<file path="src/rtl/period_meter_pkg.sv">
// Shared encodings for the period/high-width meter.
package period_meter_pkg;

   typedef enum logic {
      ST_ARM   = 1'b0,
      ST_COUNT = 1'b1
   } stateT;

   localparam logic MODE_PERIOD = 1'b0;
   localparam logic MODE_HIGH   = 1'b1;

endpackage

</file>
<file path="src/rtl/sync_edge_detect.sv">
// Multi-stage synchroniser for an asynchronous input, followed by
// single-cycle rise/fall pulses on the synchronised level.
module sync_edge_detect #(
   parameter int unsigned SYNC_STAGES = 2
) (
   input  logic iClk,
   input  logic iRst_n,
   input  logic iAsync,
   output logic oLevel,
   output logic oRise,
   output logic oFall
);

   logic [SYNC_STAGES-1:0] syncQ;
   logic                   levelQ;

   // Shift the async input through the synchroniser and keep a one-cycle history
   always_ff @(posedge iClk or negedge iRst_n) begin
      if (!iRst_n) begin
         syncQ  <= '0;
         levelQ <= 1'b0;
      end else begin
         syncQ  <= {syncQ[SYNC_STAGES-2:0], iAsync};
         levelQ <= syncQ[SYNC_STAGES-1];
      end
   end

   assign oLevel = syncQ[SYNC_STAGES-1];
   assign oRise  = oLevel & ~levelQ;
   assign oFall  = ~oLevel & levelQ;

endmodule

</file>
<file path="src/rtl/period_meter.sv">
// Measures iSignal period (rise->rise) or high width (rise->fall) in iCE
// ticks, with timeout/saturation and a one-cycle result strobe.
module period_meter
   import period_meter_pkg::*;
#(
   parameter int unsigned WIDTH       = 14,
   parameter int unsigned SAT_VALUE   = 10000,
   parameter int unsigned SYNC_STAGES = 2
) (
   input  logic             iClk,
   input  logic             iRst_n,
   input  logic             iCE,
   input  logic             iSignal,
   input  logic             iMode,
   output logic [WIDTH-1:0] oCycles,
   output logic             oValid,
   output logic             oOverflow,
   output logic             oBusy
);

   if (longint'(SAT_VALUE) >= (longint'(1) << WIDTH)) begin : gBadSat
      $error("period_meter: SAT_VALUE must be below 2**WIDTH");
   end
   if (SYNC_STAGES < 2) begin : gBadSync
      $error("period_meter: SYNC_STAGES must be at least 2");
   end

   localparam logic [WIDTH-1:0] SAT_W   = WIDTH'(SAT_VALUE);
   localparam logic [WIDTH:0]   SAT_EXT = (WIDTH+1)'(SAT_VALUE);

   logic             sLevel, sRise, sFall;
   stateT            stateQ, stateD;
   logic [WIDTH-1:0] countQ, countD;
   logic [WIDTH-1:0] cyclesQ, cyclesD;
   logic             ovfQ, ovfD;
   logic             validQ, validD;
   logic             modeQ;
   logic [WIDTH:0]   sum;
   logic             atSat;
   logic [WIDTH-1:0] nextCount;
   logic             termEdge;

   sync_edge_detect #(
      .SYNC_STAGES(SYNC_STAGES)
   ) uSync (
      .iClk  (iClk),
      .iRst_n(iRst_n),
      .iAsync(iSignal),
      .oLevel(sLevel),
      .oRise (sRise),
      .oFall (sFall)
   );

   // State, counter, result and mode-history registers
   always_ff @(posedge iClk or negedge iRst_n) begin
      if (!iRst_n) begin
         stateQ  <= ST_ARM;
         countQ  <= '0;
         cyclesQ <= '0;
         ovfQ    <= 1'b0;
         validQ  <= 1'b0;
         modeQ   <= MODE_PERIOD;
      end else begin
         stateQ  <= stateD;
         countQ  <= countD;
         cyclesQ <= cyclesD;
         ovfQ    <= ovfD;
         validQ  <= validD;
         modeQ   <= iMode;
      end
   end

   // Next-state, saturating count and result update
   always_comb begin
      stateD    = stateQ;
      countD    = countQ;
      cyclesD   = cyclesQ;
      ovfD      = ovfQ;
      validD    = 1'b0;
      // One spare bit so count+1 cannot wrap when SAT_VALUE is 2**WIDTH-1
      sum       = {1'b0, countQ} + (WIDTH+1)'(iCE);
      atSat     = (sum >= SAT_EXT);
      nextCount = atSat ? SAT_W : sum[WIDTH-1:0];
      termEdge  = (iMode == MODE_HIGH) ? (sFall & ~sLevel) : sRise;
      unique case (stateQ)
         ST_ARM: begin
            countD = '0;
            if (sRise) stateD = ST_COUNT;
         end
         ST_COUNT: begin
            if (iMode != modeQ) begin
               stateD = ST_ARM;
               countD = '0;
            end else if (termEdge) begin
               cyclesD = nextCount;
               ovfD    = 1'b0;
               validD  = 1'b1;
               countD  = '0;
               if (iMode == MODE_HIGH) stateD = ST_ARM;
            end else if (atSat) begin
               cyclesD = SAT_W;
               ovfD    = 1'b1;
               validD  = 1'b1;
               countD  = '0;
               stateD  = ST_ARM;
            end else begin
               countD = sum[WIDTH-1:0];
            end
         end
      endcase
   end

   assign oCycles   = cyclesQ;
   assign oValid    = validQ;
   assign oOverflow = ovfQ;
   assign oBusy     = (stateQ == ST_COUNT);

endmodule

</file>
<file path="config.mk">
export PLATFORM = sky130hd
export DESIGN_NAME = period_meter
export DESIGN_NICKNAME = d
export VERILOG_FILES = /design/src/rtl/period_meter_pkg.sv /design/src/rtl/sync_edge_detect.sv /design/src/rtl/period_meter.sv
export SDC_FILE = /design/constraint.sdc
export NUM_CORES = 1
export LEC_CHECK = 0
export ABC_AREA = 1
export BUFFER_PORTS_ARGS = -buffer_cell sky130_fd_sc_hd__buf_2
export CORE_ASPECT_RATIO = 1.2
export CORE_MARGIN = 4
export CORE_UTILIZATION = 59
export CTS_BUF_LIST = sky130_fd_sc_hd__clkbuf_2 sky130_fd_sc_hd__clkbuf_4 sky130_fd_sc_hd__clkbuf_8
export DETAILED_ROUTE_END_ITERATION = 10
export GPL_TIMING_DRIVEN = 0
export PLACE_DENSITY_LB_ADDON = 0.2
export SETUP_SLACK_MARGIN = 0.3
export SLEW_MARGIN = 20
export SYNTH_ARGS = -nofsm -noshare
export SYNTH_HDL_FRONTEND = slang
export SYNTH_HIERARCHICAL = 1
export SYNTH_SLANG_ARGS = --single-unit
</file>
<file path="constraint.sdc">
create_clock -name iClk -period 2.3 [get_ports iClk]
set_input_delay 0.115 -clock iClk [delete_from_list [all_inputs] [get_ports iClk]]
set_output_delay 0.115 -clock iClk [all_outputs]
set_load 0.01 [all_outputs]
</file>
==> After elaboration in Yosys (flattened, before gate mapping) <==
Cells that the tools add are included.
{ "word_totals": {"wordCells": 40, "out_inout_bits": 17, "register_bits": 35, "input_bits": 5} }
{ "classes": {"bitwise": 7, "add_sub_neg": 1, "eq_ne": 1, "muxes": 20, "n_reduce_logical": 2, "magnitude_cmp": 1} }
{ "op_table": {"columns": ["operator", "count"], "rows": [
  ["14-bit 2-to-1 mux", 6],
  ["14-bit one-hot mux with 2 select lines", 1],
  ["14-bit by 1-bit adder with 15-bit output", 1],
  ["15-bit by 14-bit greater-or-equal comparator with 1-bit output (second input constant)", 1],
  ["1-bit 2-to-1 mux", 12],
  ["1-bit NOT", 4],
  ["1-bit bitwise AND", 3],
  ["3-bit AND reduction", 1],
  ["1-bit one-hot mux with 2 select lines", 1],
  ["2-bit nonzero test", 1],
  ["1-bit inequality test", 1]
]} }

==> Longest topological paths before layout <==
{ "depth": {"word_depth": 7, "depth_mapped": 16, "mapped_depth_nobuf": 16} }

==> Modules after synthesis <==
The synthesis kept the hierarchy.
{ "by_module_without_submodules": {"columns": ["module", "n_inst", "area_per_inst_um2", "cells_each", "seq_area_each_um2"], "rows": [
  ["period_meter", 1, 1632.8, 212, 800.8],
  ["sync_edge_detect", 1, 90.1, 7, 75.1]
]} }

==> Least setup slack after synthesis <==
Ideal clock, no wire load.
{ "synth_path": {"path_kind": "register to register", "startpoint": "register countQ[0]", "endpoint": "register countQ[6]", "period_less_slack_ps": 1870, "t_required_ps": 2174, "setup_ps": 126, "arrival_time_ps": 1743, "path_slack_ps": 430, "path_stages_with_launch": 14, "path_buffers": 0, "cell_sequence": "dfrtp_1 > ha_1 > ha_1 > nand2_1 > nor2_2 > nand3_1 > nand2_1 > nand2_1 > nor2_1 > nand4_1 > nand2_4 > inv_6 > nand3_4 > nor2_1"} }
{ "synth_between": {"elab_chain_cells": 6} }
{ "synth_rtl": {"columns": ["element", "line", "source"], "rows": [
  ["start: declaration", "period_meter.sv:33", "logic [WIDTH-1:0] countQ, countD;"],
  ["start signal: assignment", "period_meter.sv:65", "countQ <= countD;"],
  ["14-bit by 1-bit adder with 15-bit output *", "period_meter.sv:81", "sum = {1'b0, countQ} + (WIDTH+1)'(iCE);"],
  ["15-bit by 14-bit greater-or-equal comparator with 1-bit output", "period_meter.sv:82", "atSat = (sum >= SAT_EXT);"],
  ["14-bit 2-to-1 mux *", "period_meter.sv:100", "end else if (atSat) begin"],
  ["14-bit 2-to-1 mux *", "period_meter.sv:94", "end else if (termEdge) begin"],
  ["14-bit 2-to-1 mux *", "period_meter.sv:91", "if (iMode != modeQ) begin"],
  ["14-bit one-hot mux with 2 select lines *", "period_meter.sv:85", "unique case (stateQ)"],
  ["net countD[6]", "period_meter.sv:33", null]
]} }
Mark *: on every way through the listed nets, which the timed path passes. The rest lies on a longest branch.
A chain may end at the register's enable or synchronous reset.

==> Worst setup path after layout <==
{ "layout_path": {"startpoint": "register countQ[0]", "endpoint": "register cyclesQ[0], in the netlist oCycles[0]"} }
{ "layout_between": {"elab_chain_cells": 4, "elab_cells_between_ends": 6, "classes_between": "add/sub (1); order compare (1); mux (2); reduce/logical (2)"} }
{ "layout_rtl": {"columns": ["element", "line", "source"], "rows": [
  ["14-bit by 1-bit adder with 15-bit output *", "period_meter.sv:81", null],
  ["15-bit by 14-bit greater-or-equal comparator with 1-bit output", "period_meter.sv:82", null],
  ["2-bit nonzero test (no line) / 14-bit 2-to-1 mux (equally long branches)", null, null],
  ["3-bit AND reduction (no line) / 14-bit 2-to-1 mux (equally long branches)", null, null],
  ["end signal: assignment", "period_meter.sv:66", "cyclesQ <= cyclesD;"],
  ["end: declaration", "period_meter.sv:34", "logic [WIDTH-1:0] cyclesQ, cyclesD;"]
]} }
Every way passes the cells marked *; elsewhere a longest branch is shown, timed or not.

==> metrics.yaml <==
clock_network:
  cts_made_buffers: 5
  insertion_delay_ns: 0.33
  ctsHtreeMaxLevel: 2
  root_buffer: "clkbuf_4"
  cts.clk_slew.worst_paths_ns: 0.10
  cts_tree: "built"
  clock_path_buffers: 2
  cts.sinks: 35
floorplan:
  io_pins: 22
  std_cell_rows: 21
  dieArea_um2: 3852
  die_h_um: 67.20
  die_x_um: 57.33
  initial_core_util_pct: 61.86
  coreArea_um2: 2785
setup_path:
  worstSetupEndpoint: "oCycles[0]$_DFFE_PN0P_"
  r2r_cells: 11
  path_cells: "ha_4 > ha_4 > nand3_2 > nor2_4 > xnor2_2 > nand3_1 > nand4_1 > nand2_4 > nor2_4 > nand2_1 > nand2_1"
  arrival_ns: 2.27
  crit_path_start: "countQ[0]$_DFF_PN0_"
  critPathSlowestCell: "dfrtp_1"
  critPathMaxFanout: 8
  r2r_end: "oCycles[0]$_DFFE_PN0P_"
  required_ns: 2.58
  cp_num_buf_inv: 0
  critPathMaxStageDelay_ns: 0.37
  critical-path-top-delay-family: "simple AND/OR/NAND/NOR gates"
  r2r_slack_ns: 0.31
  crit_cells: 11
  critPathKind: "flop to flop"
  critPathCaptureType: "flop"
  start_kind: "flop"
  worstReg2RegStart: "countQ[0]$_DFF_PN0_"
global_routing:
  track_usage_pct: 20.94
  grt_pass1_vias: 1373
  grt_pass1_wl_mm: 5.996
  grt_overflow_total: 0
  antenna_found_initial: 0
  grt_max_degree: 36
synth:
  synth_cell_type_count: 22
  synth.net_count: 226
  yosys_warnings: 6
  seq_area_frac_synth_pct: 50.84
  synth-seq-cells: 35
  synth_cells: 219
  syn_area_um2: 1723
  synth.avg_cell_area_um2: 7.867
run:
  drv_cap: 0
timing:
  clock_skew_ns: 0.004138
  relSlewSlack_pct: 49.78
  grt_setup_unrepaired: "yes"
  tightest_slew_ns: 0.7533
  hold_viol: 0
  setup_viol: 0
  slew_viol_final: 0
  setup_tns_ns: 0
  fmax_ghz: 0.5015
  min_period_over_period_pct: 86.70
  post-route-min-period_ns: 1.994
drt:
  drc: 0
  first_iter_violations: 31
  num_vias: 1454
  via_per_inst: 5.049
  avgRoutedWirePerCell_um: 12.20
  dr.pass1.iters: 4
  routed_wl_mm: 3.515
  ant_nets: 0
power_and_ir_drop:
  cellLeakagePower_nw: 1.098
  peakVddDrop_v: 0.0005989
  p_total_w: 0.001323
  cellPowerDensity_nw_per_um2: 621.7
placement:
  portBuffers: 21
  dp_hpwl_mm: 2.396
  dpl_cell_area_um2: 1871
  gp_congestion: 0.8205
final_layout:
  fillers: 206
  fin_area_um2: 2128
  final_util_pct: 76.42
  drive_gt1_share_pct: 26.38
  layout_commonest_cell: "nand2_1"
  area_delta_synth_final_pct: 23.53
  nets: 260
  antenna_cells: 0
  final_cell_mix: "76 x nand2_1, 34 x dfrtp_1, 25 x nor2_1"
worst_hold_path:
  min_path_type: "input port to flop"
outcome:
  status: "finished clean"
layer usage:
layer,wire length (um),global-route usage [%]
met1,1488,24.78
met2,1782,35.29
met3,141,5.545
met4,103,10.43
met5,0,0
layout make-up:
cell class	count	area [um^2]	area share, %
Inverter	24	95.09	4.468
Buffer	1	3.754	0.1764
Timing Repair Buffer	27	157.7	7.407
Sequential cell	35	877.1	41.21
Tap cell	34	42.54	1.999
Clock inverter	2	35.03	1.646
Clock buffer	6	51.30	2.410
Multi-Input combinational cell	159	865.8	40.68
through the flow:
step,hold slack (ns),setup slack (ns),cells
2_1_floorplan,-0.1806,0.4304,219
3_3_place_gp,0.2232,0.1670,274
3_5_place_dp,0.2243,0.1011,274
4_1_cts,0.1206,0.2570,287
5_1_grt,0.1398,0.1241,288
6_report,0.1429,0.3060,288
sequential cells by signal, summed over array words and instances (netlist names):
register      flops
uSync/levelQ      1
oValid            1
modeQ             1
uSync/syncQ       2
countQ           14
oBusy             1
oCycles          14
oOverflow         1
synthesized netlist by cell type, drive strengths merged:
library cell	instances	share of area (%)
nand2	86	20
nor2	37	9.5
dfrtp	35	51
inv	23	5.3
nand3	15	5.1
nand4	6	2.2
o21ai	5	1.5
xor2	3	1.5
a21oi	2	0.80
ha	2	1.5
clkbuf	1	0.22
clkinv	1	0.22
o211ai	1	0.44
o21bai	1	0.44
xnor2	1	0.51
cells by family after synthesis:
logic type,after synthesis,share of synthesized area [%]
adder cells (fa/ha/maj),2,1.452
XOR/XNOR,4,2.034
AO/OA/AOI/OAI,9,3.123
AND/OR/NAND/NOR,144,36.82
flip-flops,35,50.84
buffers and inverters,25,5.737
what timing repair did:
item	4_1_cts	5_1_grt
endpoints found under the hold margin	37	0
endpoints found under the setup margin	31	31
resized for setup	18	10
pin swaps	13	13
setup buffers	2	1
hold buffers	3	0
worst min-delay path by stage:
stage,slack (ns),to,start,depth (start not counted)
floorplan,-0.18,countQ[0]$_DFF_PN0_,iRst_n,0
global placement,0.22,oCycles[7]$_DFFE_PN0P_,iRst_n,1
detailed placement,0.22,uSync/syncQ[0]$_DFF_PN0_,iSignal,1
CTS,0.12,oCycles[0]$_DFFE_PN0P_,iCE,4
global route,0.14,oCycles[0]$_DFFE_PN0P_,iCE,4
finish,0.14,oCycles[0]$_DFFE_PN0P_,iCE,4
power by group:
group / total (W) / switching (W) / internal, W
sequential: 0.000684 / 0.0000209 / 0.000663
clock: 0.000465 / 0.000208 / 0.000257
combinational: 0.000174 / 0.000105 / 0.0000693
total: 0.00132 / 0.000334 / 0.000989
worst min-delay path, stage by stage:
cell	delay (ns)
buf_2	0.10
ha_4	0.13
nand2_1	0.05
nand2_1	0.05
(Power assumes the default switching activity.)
